**config.mk**
```make
export PLATFORM = sky130hd
export DESIGN_NAME = ram_sdp_init
export DESIGN_NICKNAME = d
export VERILOG_FILES = /design/src/rtl/ram_sdp_init.sv
export SDC_FILE = /design/constraint.sdc
export NUM_CORES = 1
export LEC_CHECK = 0
export ABC_AREA = 1
export BUFFER_PORTS_ARGS = -buffer_cell sky130_fd_sc_hd__buf_2
export CAP_MARGIN = 25
export CORE_MARGIN = 5
export CORE_UTILIZATION = 50
export CTS_BUF_LIST = sky130_fd_sc_hd__clkbuf_8
export CTS_CLUSTER_SIZE = 30
export DETAILED_ROUTE_END_ITERATION = 12
export PLACE_DENSITY = 0.69
export SLEW_MARGIN = 20
export SYNTH_ARGS = -nofsm -noshare
export SYNTH_HDL_FRONTEND = slang
export SYNTH_SLANG_ARGS = --single-unit
```
**constraint.sdc**
```tcl
create_clock -name clk -period 2.2 [get_ports clk]
set_input_delay 0.66 -clock clk [delete_from_list [all_inputs] [get_ports clk]]
set_output_delay 0.66 -clock clk [all_outputs]
set_load 0.02 [all_outputs]
```
**src/rtl/ram_sdp_init.sv**
```systemverilog
// rtl/ram_sdp_init.sv - simple-dual-port byte-lane RAM with registered read and clear-on-reset sequencer
module ram_sdp_init #(
  parameter int                    DATA_WIDTH = 8,
  parameter int                    ADDR_WIDTH = 6,
  parameter logic [DATA_WIDTH-1:0] INIT_VALUE = '0,
  parameter bit                    BYPASS     = 1'b1
) (
  input  logic                      clk,
  input  logic                      rst,
  input  logic                      we,
  input  logic [ADDR_WIDTH-1:0]     waddr,
  input  logic [DATA_WIDTH/8-1:0]   wbe,
  input  logic [DATA_WIDTH-1:0]     data_in,
  input  logic                      re,
  input  logic [ADDR_WIDTH-1:0]     raddr,
  output logic [DATA_WIDTH-1:0]     data_out,
  output logic                      rvalid,
  output logic                      init_busy
);

  localparam int                    DEPTH   = 2 ** ADDR_WIDTH;
  localparam int                    NB      = DATA_WIDTH / 8;
  localparam logic [ADDR_WIDTH-1:0] PTR_ONE = ADDR_WIDTH'(1);

  typedef enum logic {CLEAR = 1'b0, READY = 1'b1} state_t;

  state_t                  state_q, state_d;
  logic [ADDR_WIDTH-1:0]   clr_ptr_q;
  logic [DATA_WIDTH-1:0]   mem [DEPTH];

  logic                    wr_en;
  logic [ADDR_WIDTH-1:0]   wr_addr;
  logic [DATA_WIDTH-1:0]   wr_data;
  logic [NB-1:0]           wr_be;
  logic                    rd_en;
  logic [DATA_WIDTH-1:0]   rd_word;

  // The clear sequencer borrows the single write port while in CLEAR.
  always_comb begin
    state_d = state_q;
    wr_en   = 1'b0;
    wr_addr = waddr;
    wr_data = data_in;
    wr_be   = wbe;
    rd_en   = 1'b0;
    case (state_q)
      CLEAR: begin
        wr_en   = 1'b1;
        wr_addr = clr_ptr_q;
        wr_data = INIT_VALUE;
        wr_be   = '1;
        if (&clr_ptr_q) state_d = READY;
      end
      READY: begin
        wr_en = we;
        rd_en = re;
      end
      default: state_d = CLEAR;
    endcase
    if (rst) begin
      wr_en   = 1'b0;
      rd_en   = 1'b0;
      state_d = CLEAR;
    end
  end

  // Same-address bypass merges only the enabled lanes of the incoming word.
  always_comb begin
    rd_word = mem[raddr];
    for (int i = 0; i < NB; i++) begin
      if (BYPASS && we && wbe[i] && (waddr == raddr))
        rd_word[i*8 +: 8] = data_in[i*8 +: 8];
    end
  end

  always_ff @(posedge clk) begin
    for (int i = 0; i < NB; i++) begin
      if (wr_en && wr_be[i])
        mem[wr_addr][i*8 +: 8] <= wr_data[i*8 +: 8];
    end
  end

  always_ff @(posedge clk) begin
    if (rst) begin
      state_q   <= CLEAR;
      clr_ptr_q <= '0;
      data_out  <= '0;
      rvalid    <= 1'b0;
      init_busy <= 1'b1;
    end else begin
      state_q   <= state_d;
      if (state_q == CLEAR) clr_ptr_q <= clr_ptr_q + PTR_ONE;
      init_busy <= (state_d == CLEAR);
      rvalid    <= rd_en;
      if (rd_en) data_out <= rd_word;
    end
  end

endmodule
```
==> results.json <==
{
  "drt_iter0_markers": 1764,
  "cp_max_fo": 8,
  "p_per_area_mw_per_mm2": 778.2,
  "antenna_left": 0,
  "start_util": 0.5064,
  "ir_drop_uv": 766.4,
  "async_flop_share": 0,
  "slowest_stage": "nor2_1",
  "place.gp.congestion": 0.9403,
  "holdPathStages": 3,
  "clock-sinks": 529,
  "max_freq_ghz": 0.4682,
  "ys_seq_area_frac": 0.7205,
  "r2r_start": "state_q$_SDFF_PP0_",
  "synth_top_area_share": 0.7049,
  "clk_pin_slew_ps": 60,
  "register_area_mm2": 0.01572,
  "die_y_um": 218.9,
  "hpwlAfterDp_um": 34090,
  "antenna_found_initial": 1,
  "stdcell_count": 2753,
  "path_cells": "buf_4 > o21ai_2 > inv_2 > nor2_1 > nand2_1 > nor2_1",
  "grt.overflow.total": 0,
  "rsz0062_at_grt": "true",
  "clock_latency_ps": 650,
  "min_path_type": "input pin to register",
  "cpMostUsedCell": "nor2_1",
  "avgSynthCellArea_um2": 11.28,
  "track_usage": 0.2301,
  "crit_required_ps": 2470,
  "hold_violations": 0,
  "fin_worst_skew_ps": 29.70,
  "r2r_cells": 6,
  "r2r-end": "mem[60][6]$_DFFE_PP_",
  "grt_pass1_wl_um": 84700,
  "nNetsFinal": 2138,
  "worst_pin_slew_ps": 839.0,
  "diodes": 0,
  "setup_viol": 0,
  "numCtsBuffers": 84,
  "status": "complete, no violations",
  "end_kind": "register",
  "post-cts-setup-buffer-count": 0,
  "synthCells": 1933,
  "min_period_over_period": 0.9709,
  "pin_count": 35,
  "postLayoutCoreUtil": 0.5910,
  "yosys.area.top_type": "edfxtp_1",
  "htreeDepth": 3,
  "ys_types": 31,
  "synthesis.area_mm2": 0.02181,
  "crit_family": "simple AND/OR/NAND/NOR gates",
  "path_class": "register to register",
  "worstSetupStartpointType": "register",
  "cts_hold_buf": 0,
  "power_leakage_nw": 9.628,
  "cpPeakStageDelay_ps": 550,
  "rrSetupSlack_ps": 60,
  "num_vias": 15190,
  "io_buffers": 34,
  "fp-row-count": 76,
  "hp-start": "re",
  "yosysWarningCount": 0,
  "via_per_inst": 5.519,
  "synthFlopType": "edfxtp_1",
  "synth-edff-count": 512,
  "slew_violations": 0,
  "final_common_cell": "nand2_1",
  "area_growth_pct": 16.71,
  "layout-drive-gt1-share": 0.1661,
  "drv_cap": 0,
  "min_to": "rvalid$_SDFF_PP0_",
  "synth_nets": 1959,
  "critPathArrivalTime_ps": 2410,
  "firstDrtPassIters": 5,
  "wl_per_cell_um": 19.90,
  "cts_tree": "built",
  "grt_pass1_vias": 15180,
  "ys_top_cells_by_area": "edfxtp_1 (70%), nand2_1 (12%), nand3_1 (10%)",
  "design_area_mm2": 0.02546,
  "fillCellCount": 3378,
  "die_w_um": 218.9,
  "cts_root_buffer": "clkbuf_8",
  "ys_ff_latch": 529,
  "period_needed_ps": 2136,
  "routed_wl_um": 54790,
  "die-area_mm2": 0.04790,
  "multi_input_area_mm2": 0.005540,
  "grt_max_degree": 65,
  "drc": 0,
  "clockBufferDepth": 3,
  "relSlewSlack": 0.4406,
  "placed_area_mm2": 0.02390,
  "final_cell_mix": "nand2_1 (679), edfxtp_1 (512), nand3_1 (439)",
  "path_buf_inv": 2,
  "dpl.cell_count": 2611,
  "fp.coreArea_mm2": 0.04308
}
## layout make-up
class	count	area share
Multi-Input combinational cell	1260	0.2176
Clock inverter	51	0.009879
Clock buffer	91	0.04920
Tap cell	585	0.02875
Sequential cell	529	0.6174
Inverter	29	0.004571
Timing Repair Buffer	208	0.07259
## cells in the mapped netlist, drive strengths merged, types with 2 or more instances
library cell,instances
o21ai,20
a21oi,13
o22ai,2
dfxtp,17
nand2,683
nor2,82
nand3,441
nand4,12
nor3,3
inv,28
buf,68
edfxtp,512
clkbuf,47
## through the flow
step	hold WS (ps)	setup TNS, ps	power [mW]	worst slack [ps]
3_5_place_dp	493.9	-27580	12.38	-256.1
6_report	275.9	0	19.81	63.96
2_1_floorplan	443.3	0	11.87	132.6
5_1_grt	293.3	-1006	20.49	-66.41
3_3_place_gp	468.6	-13270	12.36	-182.5
4_1_cts	253.9	0	19.93	1.597
## how the worst max path moves through the flow
stage               slack, ps              endpoint               start  cells past startpoint
CTS                         2  mem[12][3]$_DFFE_PP_  state_q$_SDFF_PP0_                      7
global placement         -180  mem[29][1]$_DFFE_PP_            waddr[4]                      6
finish                     60  mem[60][6]$_DFFE_PP_  state_q$_SDFF_PP0_                      6
global route              -70  mem[60][0]$_DFFE_PP_  state_q$_SDFF_PP0_                      6
detailed placement       -260  mem[44][6]$_DFFE_PP_            waddr[2]                      7
floorplan                 130   mem[0][0]$_DFFE_PP_            waddr[2]                      4
## what timing repair did
action	CTS	global route
setup endpoints to repair	58	112
hold endpoints to repair	0	0
cloned	0	0
gates resized for setup	9	12
## layer usage
| metal | track usage | share of wire | up-vias |
|---|---|---|---|
| li1 | - | - | 7112 |
| met1 | 0.3026 | 0.40 | 7291 |
| met2 | 0.3834 | 0.49 | 663 |
| met3 | 0.04235 | 0.081 | 125 |
| met4 | 0.09022 | 0.035 | 2 |
| met5 | 0 | 0.00024 | - |
## power breakdown
group	leakage, nW	switching (mW)	internal [mW]	total, mW
Combinational	4.28	0.817	0.447	1.26
Sequential	4.47	0.0110	10.9	10.9
Clock	0.882	3.63	3.99	7.62
Total	9.63	4.46	15.4	19.8
## tightest hold or removal path, stage by stage
cell and delay [ps]:
buf_2 70, nand2_1 60, nor2_1 80
## flip-flops by register name, summed over array words and instances, names as in the netlist
signal,flops
init_busy,1
clr_ptr_q,6
rvalid,1
state_q,1
mem,512
data_out,8
## cell families (layout without fill, tap and decap cells)
group	Yosys count	count (layout)	synth area share
AND/OR/NAND/NOR	1222	1222	0.2389
flip-flops	529	529	0.7205
buffers and inverters	144	379	0.02794
AO/OA/AOI/OAI	36	36	0.01142
adder cells (fa/ha/maj)	1	1	0.0005735
XOR/XNOR	1	1	0.0007459
No activity file was read; power rests on OpenSTA's default activity.
